==> config.mk <==
export PLATFORM = sky130hd
export DESIGN_NAME = fsm_seq_ctrl
export DESIGN_NICKNAME = d
export VERILOG_FILES = /design/src/rtl/fsm_seq_ctrl.sv
export SDC_FILE = /design/constraint.sdc
export NUM_CORES = 1
export LEC_CHECK = 0
export ABC_AREA = 1
export BUFFER_PORTS_ARGS = -buffer_cell sky130_fd_sc_hd__buf_2
export CORE_MARGIN = 2
export CORE_UTILIZATION = 60
export DETAILED_ROUTE_END_ITERATION = 8
export MAX_ROUTING_LAYER = met4
export PLACE_DENSITY = 0.78
export SKIP_LAST_GASP = 1
export SYNTH_ARGS = -nofsm -noshare
export SYNTH_HDL_FRONTEND = slang
export SYNTH_SLANG_ARGS = --single-unit
==> constraint.sdc <==
create_clock -name clk -period 4.75 [get_ports clk]
set_clock_uncertainty 0.1 [all_clocks]
set_input_delay 0.7125 -clock clk [delete_from_list [all_inputs] [get_ports clk]]
set_output_delay 0.7125 -clock clk [all_outputs]
set_load 0.1 [all_outputs]
==> src/rtl/fsm_seq_ctrl.sv <==
// Table-driven 8-state FSM with a programmable 32x6 transition/output table
// and a symbol program that the controller plays into the FSM one step per clock.
module fsm_seq_ctrl #(
    parameter int DEPTH = 16,
    parameter int PW    = 4
) (
    input  logic          clk,
    input  logic          reset,
    input  logic          cfg_we,
    input  logic [4:0]    cfg_addr,
    input  logic [5:0]    cfg_data,
    input  logic          prog_we,
    input  logic [PW-1:0] prog_addr,
    input  logic [1:0]    prog_sym,
    input  logic [PW:0]   prog_len,
    input  logic          start,
    input  logic          abort,
    output logic          busy,
    output logic          done,
    output logic          err,
    output logic [1:0]    sym_out,
    output logic          sym_valid,
    output logic [2:0]    state,
    output logic [2:0]    saida,
    output logic [PW:0]   step_cnt
);

    typedef enum logic [1:0] {
        CTRL_IDLE = 2'd0,
        CTRL_RUN  = 2'd1,
        CTRL_DONE = 2'd2
    } ctrl_t;

    ctrl_t         ctrl_r, ctrl_s;
    logic [5:0]    tbl_r  [32];
    logic [1:0]    prog_r [DEPTH];
    logic [PW-1:0] ptr_r, ptr_s;
    logic [PW:0]   len_r, len_s;
    logic [PW:0]   step_r, step_s;
    logic [2:0]    state_r, state_s;
    logic [2:0]    saida_r, saida_s;
    logic          err_r, err_s;
    logic          tbl_wr_s, prog_wr_s;
    logic          len_ok_s;
    logic [1:0]    sym_s;
    logic [5:0]    entry_s;

    assign sym_s    = prog_r[ptr_r];
    assign entry_s  = tbl_r[{state_r, sym_s}];
    assign len_ok_s = (prog_len >= (PW+1)'(1)) && (prog_len <= (PW+1)'(DEPTH));

    // Controller next-state, datapath updates and rejection detection
    always_comb begin
        ctrl_s    = ctrl_r;
        ptr_s     = ptr_r;
        len_s     = len_r;
        step_s    = step_r;
        state_s   = state_r;
        saida_s   = saida_r;
        err_s     = 1'b0;
        tbl_wr_s  = 1'b0;
        prog_wr_s = 1'b0;
        case (ctrl_r)
            CTRL_IDLE: begin
                tbl_wr_s  = cfg_we;
                prog_wr_s = prog_we;
                if (start) begin
                    if (len_ok_s) begin
                        ctrl_s  = CTRL_RUN;
                        len_s   = prog_len;
                        ptr_s   = {PW{1'b0}};
                        step_s  = {(PW+1){1'b0}};
                        state_s = 3'd0;
                        saida_s = 3'd0;
                    end else begin
                        err_s = 1'b1;
                    end
                end else begin
                    ctrl_s = CTRL_IDLE;
                end
            end
            CTRL_RUN: begin
                if (cfg_we || prog_we) begin
                    err_s = 1'b1;
                end else begin
                    err_s = 1'b0;
                end
                // An abort takes precedence over the step scheduled for this edge
                if (abort) begin
                    ctrl_s = CTRL_IDLE;
                end else begin
                    state_s = entry_s[5:3];
                    saida_s = entry_s[2:0];
                    ptr_s   = ptr_r + PW'(1);
                    step_s  = step_r + (PW+1)'(1);
                    if ({1'b0, ptr_r} == (len_r - (PW+1)'(1))) begin
                        ctrl_s = CTRL_DONE;
                    end else begin
                        ctrl_s = CTRL_RUN;
                    end
                end
            end
            CTRL_DONE: begin
                ctrl_s = CTRL_IDLE;
                if (cfg_we || prog_we) begin
                    err_s = 1'b1;
                end else begin
                    err_s = 1'b0;
                end
            end
            default: begin
                ctrl_s = CTRL_IDLE;
            end
        endcase
    end

    // State, datapath and storage registers; reset clears table and program too
    always_ff @(posedge clk or negedge reset) begin
        if (!reset) begin
            ctrl_r  <= CTRL_IDLE;
            ptr_r   <= {PW{1'b0}};
            len_r   <= {(PW+1){1'b0}};
            step_r  <= {(PW+1){1'b0}};
            state_r <= 3'd0;
            saida_r <= 3'd0;
            err_r   <= 1'b0;
            for (int i = 0; i < 32; i++) begin
                tbl_r[i] <= 6'd0;
            end
            for (int i = 0; i < DEPTH; i++) begin
                prog_r[i] <= 2'd0;
            end
        end else begin
            ctrl_r  <= ctrl_s;
            ptr_r   <= ptr_s;
            len_r   <= len_s;
            step_r  <= step_s;
            state_r <= state_s;
            saida_r <= saida_s;
            err_r   <= err_s;
            if (tbl_wr_s) begin
                tbl_r[cfg_addr] <= cfg_data;
            end
            if (prog_wr_s) begin
                prog_r[prog_addr] <= prog_sym;
            end
        end
    end

    assign busy      = (ctrl_r == CTRL_RUN);
    assign done      = (ctrl_r == CTRL_DONE);
    assign err       = err_r;
    assign sym_valid = (ctrl_r == CTRL_RUN);
    assign sym_out   = (ctrl_r == CTRL_RUN) ? sym_s : 2'b00;
    assign state     = state_r;
    assign saida     = saida_r;
    assign step_cnt  = step_r;

endmodule

# --- After elaboration in Yosys (flattened, before gate mapping) ---
# Index checks and enable logic that the tools add are counted.
op_classes:
  magnitude_cmp: 8
  addsub: 3
  n_eq_ne: 7
  bitwise: 4
  reduce_logical: 9
  n_mux: 38
ops:
  columns: ["op", "n"]
  rows:
  - ["$bwmux W192", 1]
  - ["$bwmux W32", 1]
  - ["$bmux W6 S5", 1]
  - ["$demux W6 S5", 1]
  - ["$mux W6", 3]
  - ["$mux W2", 8]
  - ["$mux W5", 3]
  - ["$ge A6 B6 Y1 const B", 2]
  - ["$mux W3", 4]
  - ["$mux W4", 3]
  - ["$not A5 Y6", 2]
  - ["$pmux W3 S2", 2]
  - ["$ge A5 B5 Y1 const B", 2]
  - ["$not A4 Y5", 2]
  - ["$pmux W5 S2", 1]
  - ["$bmux W2 S4", 1]
  - ["$demux W2 S4", 1]
  - ["$pmux W4 S2", 1]
  - ["$lt A6 B1 Y1 const B", 1]
  - ["$ne A2 B2 Y1 const B", 3]
  - ["$add A5 B1 Y5 const B", 1]
  - ["$eq A4 B5 Y1", 1]
  - ["$ge A5 B1 Y1 const B", 1]
  - ["$le A5 B5 Y1 const B", 1]
  - ["16 further kinds", 22]
totals:
  input_bits: 28
  ff_bits: 247
  elab_cells: 124
  out_inout_bits: 17

# --- Logic depth before layout (Yosys ltp) ---
# Gate-level depths: netlist of the first run.
logic_depth:
  ltp_word: 10
  depth_mapped: 18

# --- Least setup slack after synthesis of the first run ---
# OpenSTA, ideal clock, no wires.
synth_path:
  kind: "register to output"
  from: "register ctrl_r[1]"
  to: "output sym_out[0]"
  t_arrival_ns: 2.867
  required_ns: 3.938
  path_slack_ns: 1.071
  n_path_buf: 0
  path_stages_with_launch: 5
  path_cell_list: "dfrtp_1 inv_1 ha_1 inv_1 nor2_1"
synth_between:
  elab_chain_len: 2
synth_lines:
  columns: ["element", "line", "text"]
  rows:
  - ["start: declaration", "34", "ctrl_t ctrl_r, ctrl_s;"]
  - ["start signal: assignment", "134", "ctrl_r <= ctrl_s;"]
  - ["$eq A2 B1 Y1", null, null]
  - ["via busy", "18", "output logic busy,"]
  - ["$mux W2", "154", "assign sym_out = (ctrl_r == CTRL_RUN) ? sym_s : 2'b00;"]
  - ["end: declaration", "21", "output logic [1:0] sym_out,"]
# The timed path passes the listed nets, and every way through them passes these cells.

# --- Worst setup path in the final report of the first run ---
layout_path:
  from: "register ptr_r[0]"
  to: "output sym_out[1]"
layout_between:
  elab_chain_len: 5
layout_lines:
  columns: ["element", "line", "text"]
  rows:
  - ["start: declaration", "37", "logic [PW-1:0] ptr_r, ptr_s;"]
  - ["start signal: assignment", "121", "ptr_r <= {PW{1'b0}};"]
  - ["start signal: assignment", "135", "ptr_r <= ptr_s;"]
  - ["$not A4 Y5 (implied by the code)", "48", "assign sym_s = prog_r[ptr_r];"]
  - ["$bmux W2 S4", "48", null]
  - ["$mux W2 (implied by the code) (2 in a row)", "48", null]
  - ["$mux W2", "154", null]
# Every way passes these cells. The select of a mux whose other input is x is not followed.

==> reports/metrics.yaml, run 1 <==
status:
  status: "finished, final reports clean"
timing:
  worst_slew_pin_slew_ps: 1230
  setup_viol: 0
  tns_ps: 0
  finalHoldWorstSlack_ps: 99.9
  period_share_pct: 81.8
  maxSlewViolCount: 0
  fmax_mhz: 257
  final.setup.worst_slack_ps: 866
  grt_setup_unrepaired: "false"
  layout_min_cycle_time_ps: 3880
  relSlewSlack_pct: 17.8
  hold_viol_final: 0
floorplan:
  die_y_um: 143
  die_x_um: 143
  die-area_um2: 20500
  coreArea_um2: 18800
  rows: 50
  start_util_pct: 61.7
  ios: 45
cells_and_area:
  nets: 1481
  drive_above_1_share_pct: 7.59
  fin_util_pct: 67.5
  finalNonFillerCells: 1724
  fin_area_um2: 12700
  syn2layout_area_growth_pct: 9.41
  layout_common_cells: "nand2_1 (513), dfrtp_1 (247), nand3_1 (246)"
  final_common_cell: "nand2_1"
cts:
  cts_setup_buffers: 0
  clk_pin_slew_ps: 60
  clockRootBuffer: "clkbuf_16"
  cts_tree: "yes"
  cts_resized: 0
  cts_buffer_depth: 3
  clk_latency_ps: 530
  postCtsHoldBufs: 0
  clock_sinks: 247
  htreeDepth: 1
  numCtsBuffers: 26
pwr:
  p_seq_share_pct: 34.8
  p_per_area_nw_per_um2: 721
  intPower_mw: 5.14
  power_frac_comb_pct: 42.1
  ir_worst_vdd_uv: 517
  clock_power_share_pct: 23.0
  swShare_pct: 43.9
  leakage_nw: 5.99
  p_sw_mw: 4.02
  total_power_mw: 9.16
route:
  post_drt_via_cell_ratio: 5.90
  ant_nets: 0
  vias: 10200
  wl_um: 31400
  drt-pass1-iter-count: 6
  avgRoutedWirePerCell_um: 18.2
  drc: 0
  drt_iter0_drc: 1106
yosys:
  syn_nets: 1496
  synth_cell_types: 30
  syn_inst: 1461
  yosysTopAreaCellShare_pct: 53.2
  ys_seq_elements: 247
  synth.avg_cell_area_um2: 7.95
  synthTopCellsByArea: "dfrtp_1 (53%), nand2_1 (17%), nand3_1 (11%), o21ai_0 (10%), clkbuf_1 (2.1%)"
  syn_area_um2: 11600
  synth_warnings: 0
  ys_seq_area_share_pct: 53.2
  yosysTopAreaCell: "dfrtp_1"
setup_path:
  path_class: "flop to output port"
  crit_required_ps: 3940
  critPathCaptureType: "output port"
  arrival_ps: 3070
  path_max_fanout: 49
  regToRegSetupSlack_ps: 1200
  crit_path_start_kind: "flop"
global_route:
  grt-ovfl-total: 0
  antenna_found_initial: 1
  grt_pass1_wl_um: 51000
  grt_pass1_vias: 9660
  track_usage_pct: 32.6
  grt_max_degree: 117
min_path:
  min_path_type: "input port to asynchronous set/reset pin"
job:
  drv_cap: 0
place:
  io_buffers: 44
  hpwl_um: 19300
  gp_congestion: 0.890
  dp_cells: 1678
  place_area_um2: 11800
  dp_worst_setup_slack_ps: 1360
-- per-layer routing --
metal	GRT usage (%)	share of wire (%)
met1	44.1	42
met2	48.8	45
met3	7.01	8.9
met4	12.2	4.0
met5	-	0
-- power by group through the flow --
stage                     logic (mW)  clock network [mW]  registers [mW]
after detailed placement        3.80                   0            3.19
after CTS                       3.83                2.12            3.17
final                           3.86                2.11            3.19
after global placement          3.73                   0            3.18
after floorplan                 2.84                   0            3.29
after global routing            4.28                2.21            3.25
-- kinds of logic after synthesis --
logic type	count (synthesis)	synth area share [%]
adder cells (fa/ha/maj)	7	0.754
XOR/XNOR	5	0.377
AND/OR/NAND/NOR	798	28.9
flip-flops	247	53.2
AO/OA/AOI/OAI	249	10.8
buffers and inverters	155	5.94
-- worst max-delay path, cell delays in order, from the launching register on --
cell and delay, ps:
dfrtp_1 790, inv_2 280, nand2_1 130, nand3_1 90
nand3_1 100, nand3_1 80, nand2_2 90, buf_4 550
nor2_1 100, buf_2 320
-- state kept, by name, indices dropped and copies added (netlist names) --
| name | cells |
|---|---|
| len_r | 5 |
| tbl_r | 192 |
| state | 3 |
| step_cnt | 5 |
| prog_r | 32 |
| ptr_r | 4 |
| ctrl_r | 2 |
| saida | 3 |
| err | 1 |
-- worst paths after layout --
path | startpoint | end | cells after the start
min in group clk | prog_len[0] | len_r[0]$_DFFE_PN0P_ | 3
worst max-delay path | ptr_r[0]$_DFFE_PN0P_ | sym_out[1] | 9
worst max register to register | ptr_r[0]$_DFFE_PN0P_ | saida[1]$_DFFE_PN0P_ | 15
max in group asynchronous | reset | tbl_r[97]$_DFFE_PN0P_ | 2
worst min register to register | step_cnt[4]$_DFFE_PN0P_ | step_cnt[4]$_DFFE_PN0P_ | 1
worst min-delay path | reset | prog_r[1]$_DFFE_PN0P_ | 1
-- synth_stat cells, drive strengths merged --
cell,number
o22ai,1
a21oi,9
nand4,1
nor4,1
o21ai,236
a22o,1
ha,7
nand2,516
clkbuf,67
nor2,14
o221ai,1
clkinv,1
inv,54
dfrtp,247
and3,1
buf,33
xnor2,3
xor2,2
a21o,1
nand3,248
or3,1
nor3,16
-- layout make-up --
class                   count  area [um^2]
flip-flops and latches    247         6180
repair buffers             57          343
inverters                  55          206
well taps                 260          325
fillers                  1558         6120
clock inverters             5         75.1
diodes                      1         2.50
clock buffers              40          825
multi-input cells        1059         4750
(Power assumes the default switching activity.)
==> run 2, diff against run 1 <==
ABC_AREA = 0   (was 1)
clock period = 4.02 ns   (was 4.75 ns; I/O delays follow)
==> run 2 against run 1 <==
  * Routed wire length fell by 2.4%
  * Sequential power rose by 16%
  * Via count fell by 15%
  * Non-clock buffer count did not move
  * Synthesized area rose by 9.4%
  * Clock-buffer cell count fell by 3
  * Global-route usage fell by 3.5 points
  * Combinational power rose by 12%
  * Register-to-register slack got worse by 730 ps
  * Synthesized cell count fell by 27%
  * Largest cell class is now multi-input combinational cells
==> reports/metrics.yaml, run 2 <==
yosys:
  synth_ff_type: "dfrtp_1"  # unchanged
  synth-xor-area-share_pct: 0.758  # was 0.377%
  synthSimpleGateAreaFrac_pct: 10.3  # was 28.9%
  ys_async_sr_fraction_pct: 100  # unchanged
  synth_warnings: 0  # unchanged
  yosys.cell_count.top_type: "dfrtp_1"  # was nand2_1
  syn_nets: 1106  # was 1,496
  synthTopCellsByArea: "dfrtp_1 (49%), mux2_2 (21%), mux2i_1 (9.3%), nand2_1 (4.8%), mux4_2 (3.2%)"  # was dfrtp_1 (53%), nand2_1 (17%), nand3_1 (11%), o21ai_0 (10%), clkbuf_1 (2.1%)
  ys_seq_elements: 247  # unchanged
  yosysTopAreaCellShare_pct: 48.6  # was 53.2%
  synth.avg_cell_area_um2: 11.9  # was 7.95 um^2
  synth_edf_count: 0  # unchanged
  ys_seq_area_share_pct: 48.6  # was 53.2%
  synth_top_family_by_area: "multiplexers"  # was simple AND/OR/NAND/NOR gates
  synth_adder_area_share_pct: 0.689  # was 0.754%
  syn_inst: 1071  # was 1,461
  synth_top_cells_by_count: "dfrtp_1 (247), mux2_2 (234), nand2_1 (162)"  # was nand2_1 (514), dfrtp_1 (247), nand3_1 (246)
  synthMuxAreaShare_pct: 33.7  # was 0%
  syn_area_um2: 12700  # was 11,600 um^2
  yosysTopAreaCell: "dfrtp_1"  # unchanged
  synth_cell_types: 47  # was 30
  synth_compound_area_share_pct: 3.41  # was 10.8%
setup_path:
  crit_required_ps: 3320  # was 3940 ps
  path_buf_inv: 2  # was 3
  arrival_ps: 3100  # was 3070 ps
  r2r-end: "saida[2]$_DFFE_PN0P_"  # was saida[1]$_DFFE_PN0P_
  crit_chain: "mux4_2 -> mux2i_1 -> mux2i_4 -> buf_4 -> and2_1 -> buf_2"  # was inv_2 -> nand2_1 -> nand3_1 -> nand3_1 -> nand3_1 -> nand2_2 -> buf_4 -> nor2_1 -> buf_2
  crit_family: "multiplexers"  # was buffers and inverters
  r2r-start: "ptr_r[0]$_DFFE_PN0P_"  # unchanged
  crit_path_start_kind: "flop"  # unchanged
  reg2regPathDepth: 9  # was 15
  worst_path_max_delay_cell: "dfrtp_1"  # unchanged
  path_class: "flop to output port"  # unchanged
  regToRegSetupSlack_ps: 470  # was 1200 ps
  critPathCaptureType: "output port"  # unchanged
  cp_slowest_stage_delay_ps: 560  # was 790 ps
  path_max_fanout: 20  # was 49
cells_and_area:
  drive_above_1_share_pct: 32.2  # was 7.59%
  fin_util_pct: 66.9  # was 67.5%
  regMostFlops: "tbl_r"  # unchanged
  syn2layout_area_growth_pct: 10.0  # was 9.41%
  reg_top3: "tbl_r (192), prog_r (32)"  # unchanged
  layout_common_cells: "dfrtp_1 (246), mux2_2 (234), nand2_1 (162)"  # was nand2_1 (513), dfrtp_1 (247), nand3_1 (246)
  largest_register_ffs: 192  # unchanged
  nets: 1124  # was 1,481
  antenna_cells: 0  # was 1
  fillers: 1555  # was 1,558
  fin_area_um2: 14000  # was 12,700 um^2
  final_common_cell: "dfrtp_1"  # was nand2_1
global_route:
  grt_pass1_vias: 8734  # was 9,660
  antenna_found_initial: 0  # was 1
  track_usage_pct: 29.1  # was 32.6%
  grt_max_degree: 116  # was 117
  grt-ovfl-total: 0  # unchanged
  grt_pass1_wl_um: 48900  # was 51,000 um
route:
  drt_iter0_drc: 697  # was 1,106
  drt-pass1-iter-count: 5  # was 6
  avgRoutedWirePerCell_um: 22.2  # was 18.2 um
  wl_um: 30700  # was 31,400 um
  drc: 0  # unchanged
  post_drt_via_cell_ratio: 6.27  # was 5.90
  ant_nets: 0  # unchanged
  vias: 8665  # was 10,200
cts:
  cts_setup_buffers: 0  # unchanged
  cts_buffer_depth: 3  # unchanged
  cts_resized: 0  # unchanged
  postCtsHoldBufs: 0  # unchanged
  cts_tree: "yes"  # unchanged
  htreeDepth: 1  # unchanged
  numCtsBuffers: 27  # was 26
  clk_pin_slew_ps: 60  # about the same
  clockRootBuffer: "clkbuf_16"  # unchanged
  clk_latency_ps: 540  # was 530 ps
  clock_sinks: 247  # unchanged
timing:
  maxSlewViolCount: 0  # unchanged
  setup_viol: 0  # unchanged
  tns_ps: 0  # unchanged
  period_share_pct: 94.6
  finalHoldWorstSlack_ps: 10.8  # was 99.9 ps
  hold_viol_final: 0  # unchanged
  layout_min_cycle_time_ps: 3800
  grt_setup_unrepaired: "false"  # unchanged
  fmax_mhz: 263
  relSlewSlack_pct: 32.6  # was 17.8%
  worst_slew_pin_slew_ps: 1010  # was 1230 ps
place:
  io_buffers: 44  # unchanged
  place_area_um2: 13100  # was 11,800 um^2
  gp_congestion: 0.910  # was 0.890
  hpwl_um: 20700  # was 19,300 um
pwr:
  ir_worst_vdd_uv: 482  # was 517 uV
  p_per_area_nw_per_um2: 743  # was 721 nW/um^2
  leakage_nw: 6.30  # was 5.99 nW
  total_power_mw: 10.4  # was 9.16 mW
min_path:
  min_path_type: "input port to asynchronous set/reset pin"  # unchanged
job:
  drv_cap: 0  # unchanged
status:
  status: "finished, final reports clean"  # unchanged
floorplan:
  die_x_um: 150  # was 143 um
  coreArea_um2: 20900  # was 18,800 um^2
  die-area_um2: 22400  # was 20,500 um^2
  start_util_pct: 60.8  # was 61.7%
  rows: 53  # was 50
  die_y_um: 150  # was 143 um
  ios: 45  # unchanged
-- run 2: cell count changes in the layout (fill, tap and decap cells not counted), moves of 16 or more --
cell      delta
inv_1       -42
mux2i_1    +117
nor3_1      +16
nand3_1    -239
nand2_1    -351
a211oi_1    +23
mux2_2     +234
nor2_1      +28
o21ai_0    -226
mux4_2      +18
-- run 2: stage by stage --
stage               std cells  worst slack, ps
floorplan                1071              740
global placement         1335              595
CTS                      1383              193
global route             1383              107
finish                   1383              216
detailed placement       1335              588
-- run 2: logic make-up (layout without fill, tap and decap cells) --
group | count (synthesis) | after routing
DFF | 247 | 247
adders and majority gates | 7 | 7
and+or+nand+nor | 296 | 296
xor gates and xnor gates | 11 | 11
muxes | 375 | 375
buffers and inverters | 76 | 113
AOI/OAI and AO/OA | 59 | 59
-- run 2: how the worst max path moves through the flow --
stage	slack, ps	end	startpoint	cells after the start
after CTS	190	sym_out[1]	ptr_r[1]$_DFFE_PN0P_	6
final	220	sym_out[1]	ptr_r[1]$_DFFE_PN0P_	6
after detailed placement	590	saida[2]$_DFFE_PN0P_	ptr_r[1]$_DFFE_PN0P_	7
after floorplan	740	sym_out[1]	ptr_r[1]$_DFFE_PN0P_	8
after global placement	600	saida[2]$_DFFE_PN0P_	ptr_r[0]$_DFFE_PN0P_	9
after global routing	110	sym_out[1]	ptr_r[1]$_DFFE_PN0P_	6
-- run 2: report_power, final --
part | internal [mW] | switching [mW] | total [mW]
clock network | 1.36 | 1.00 | 2.36
registers | 3.17 | 0.533 | 3.70
logic | 1.85 | 2.48 | 4.33
total | 6.37 | 4.01 | 10.4
-- run 2: layout make-up --
class / count / area (um^2) / share of cell area (%)
clock inverter: 11 / 93.8 / 0.671
multi-input combinational: 748 / 6230 / 44.6
timing repair buffer: 57 / 353 / 2.52
inverter: 8 / 30.0 / 0.215
tap: 275 / 344 / 2.46
sequential: 247 / 6180 / 44.2
clock buffer: 37 / 743 / 5.32
-- run 2: worst reg2reg max path, stage by stage, from the launching register on --
cell      delay [ps]
dfrtp_1          480
buf_4            230
mux4_2           500
o22ai_1          380
nor2_4           180
buf_4            340
nor3_1           380
a211oi_1         110
nor4_1           590
o31ai_1          120
-- run 2: layer usage --
layer | vias up | wire (um) | share of wire [%] | GRT usage (%)
li1 | 3856 | - | - | -
met1 | 4440 | 13500 | 44 | 40.0
met2 | 297 | 14300 | 47 | 44.9
met3 | 72 | 1990 | 6.5 | 5.40
met4 | 0 | 884 | 2.9 | 8.19
met5 | - | 0 | 0 | -
==> run 3, diff against run 2 <==
CELL_PAD_IN_SITES_DETAIL_PLACEMENT = 1   (was default)
CELL_PAD_IN_SITES_GLOBAL_PLACEMENT = 1   (was default)
CORE_UTILIZATION = 51   (was 60)
PLACE_DENSITY = default   (was 0.78)
PLACE_DENSITY_LB_ADDON = 0.1   (was default)
==> run 3 against run 2 <==
  * Sequential cell count stayed put
  * Sequential power hardly changed
  * Power is 6.1% higher
  * Final area is 2.3% higher
  * Final cell count is 4.3% higher
  * Die area is 17% higher
  * Core utilization is 8.3 points lower
  * Register-to-register slack worse by 100 ps
  * Critical endpoint is now sym_out[0]
  * Largest cell class unchanged
==> reports/metrics.yaml, run 3 (same netlist as run 2, synthesis figures left out) <==
status:
  status: "finished, final reports clean"  # unchanged
timing:
  tns_ps: 0  # unchanged
  period_share_pct: 95.8  # was 94.6%
  relSlewSlack_pct: 43.0  # was 32.6%
  hold_viol_final: 0  # unchanged
  grt_setup_unrepaired: "false"  # unchanged
  worst_slew_pin_slew_ps: 855  # was 1010 ps
  setup_viol: 0  # unchanged
  fmax_mhz: 260  # was 263 MHz
  layout_min_cycle_time_ps: 3850  # was 3800 ps
  maxSlewViolCount: 0  # unchanged
  finalHoldWorstSlack_ps: 214  # was 10.8 ps
setup_path:
  crit_required_ps: 3320  # about the same
  arrival_ps: 3150  # was 3100 ps
  crit_path_start_kind: "flop"  # unchanged
  regToRegSetupSlack_ps: 370  # was 470 ps
  path_class: "flop to output port"  # unchanged
  critPathCaptureType: "output port"  # unchanged
  path_max_fanout: 14  # was 20
pwr:
  leakage_nw: 6.44  # was 6.30 nW
  ir_worst_vdd_uv: 444  # was 482 uV
  power_frac_comb_pct: 41.2  # was 41.7%
  intPower_mw: 6.80  # was 6.37 mW
  p_sw_mw: 4.22  # was 4.01 mW
  swShare_pct: 38.3  # was 38.6%
  p_per_area_nw_per_um2: 770  # was 743 nW/um^2
  clock_power_share_pct: 25.2  # was 22.7%
  p_seq_share_pct: 33.6  # was 35.6%
cts:
  clk_pin_slew_ps: 60  # about the same
  cts_buffer_depth: 3  # unchanged
  numCtsBuffers: 28  # was 27
  cts_tree: "yes"  # unchanged
  clk_latency_ps: 550  # was 540 ps
  clock_sinks: 247  # unchanged
  htreeDepth: 1  # unchanged
  clockRootBuffer: "clkbuf_16"  # unchanged
global_route:
  grt-ovfl-total: 0  # unchanged
  track_usage_pct: 29.0  # was 29.1%
  grt_max_degree: 86  # was 116
  grt_pass1_vias: 9274  # was 8,734
  antenna_found_initial: 0  # unchanged
  grt_pass1_wl_um: 56600  # was 48,900 um
route:
  drc: 0  # unchanged
  post_drt_via_cell_ratio: 6.02  # was 6.27
  drt-pass1-iter-count: 4  # was 5
  wl_um: 36100  # was 30,700 um
  avgRoutedWirePerCell_um: 25.0  # was 22.2 um
  drt_iter0_drc: 595  # was 697
  ant_nets: 0  # unchanged
  vias: 8691  # was 8,665
cells_and_area:
  antenna_cells: 0  # unchanged
  layout_common_cells: "dfrtp_1 (246), mux2_2 (234), nand2_1 (162)"  # unchanged
  largest_register_ffs: 192  # unchanged
  drive_above_1_share_pct: 33.2  # was 32.2%
  syn2layout_area_growth_pct: 12.6  # was 10.0%
  nets: 1132  # was 1,124
  regMostFlops: "tbl_r"  # unchanged
  reg_top3: "tbl_r (192), prog_r (32)"  # unchanged
  final_common_cell: "dfrtp_1"  # unchanged
floorplan:
  die_y_um: 162  # was 150 um
  die-area_um2: 26200  # was 22,400 um^2
  ios: 45  # unchanged
  start_util_pct: 52.1  # was 60.8%
  coreArea_um2: 24400  # was 20,900 um^2
  rows: 57  # was 53
  die_x_um: 162  # was 150 um
place:
  io_buffers: 44  # unchanged
  gp_congestion: 0.857  # was 0.910
  hpwl_um: 24000  # was 20,700 um
job:
  drv_cap: 0  # unchanged
min_path:
  min_path_type: "input port to flop"  # was input port to asynchronous set/reset pin
[run 3: worst paths after layout]
path	from	end	depth (start not counted)
max in group asynchronous	reset	tbl_r[25]$_DFFE_PN0P_	3
setup / recovery	ptr_r[0]$_DFFE_PN0P_	sym_out[0]	5
setup reg to reg	ptr_r[0]$_DFFE_PN0P_	state[0]$_DFFE_PN0P_	6
hold reg to reg	tbl_r[25]$_DFFE_PN0P_	tbl_r[25]$_DFFE_PN0P_	1
hold / removal	prog_len[3]	len_r[3]$_DFFE_PN0P_	2
min in group asynchronous	reset	prog_r[24]$_DFFE_PN0P_	2
[run 3: worst max-delay path, stage by stage, from the launching register on]
cell     delay, ps
dfrtp_1        640
mux4_2         580
o22ai_1        570
nor2_4         270
and2_1         250
buf_2          290
[run 3: what timing repair did]
action / 4_1_cts / 5_1_grt
hold endpoints to repair: 31 / 0
gates resized for setup: 0 / 1
hold buffers: 1 / 0
setup buffers: 0 / 1
endpoints found under the setup margin: 0 / 2
[run 3: power groups by stage]
stage               Clock [mW]  Combinational, mW  Sequential [mW]
floorplan                    0               3.08             3.80
global placement             0               4.39             3.70
detailed placement           0               4.48             3.73
CTS                       2.83               4.52             3.69
global route              2.91               4.83             3.79
finish                    2.78               4.54             3.70
[run 3: metal layers]
metal  vias up  track usage (%)  part of all wire [%]
met1      4562             39.5                    44
met5         -                -                     0
li1       3889                -                     -
met2       183             47.2                    49
met3        57             3.27                   5.5
met4         0             6.92                   2.2
[run 3: layout make-up]
type                            count  area, um^2
Fill cell                        2491       10100
Multi-Input combinational cell    749        6250
Sequential cell                   247        6180
Clock buffer                       40         847
Timing Repair Buffer               63         425
Tap cell                          324         405
Clock inverter                     12         169
Inverter                            8        30.0
[run 3: stage by stage]
step / area (um^2) / setup WS [ps] / power (mW) / utilization [%] / cells
detailed placement: 13300 / 430 / 8.21 / 54.4 / 1388
CTS: 14300 / 47.5 / 11.0 / 58.6 / 1441
global placement: 13300 / 481 / 8.09 / 54.4 / 1388
finish: 14300 / 169 / 11.0 / 58.6 / 1443
floorplan: 12700 / 740 / 6.88 / - / 1071
global route: 14300 / 81.5 / 11.5 / 58.6 / 1443
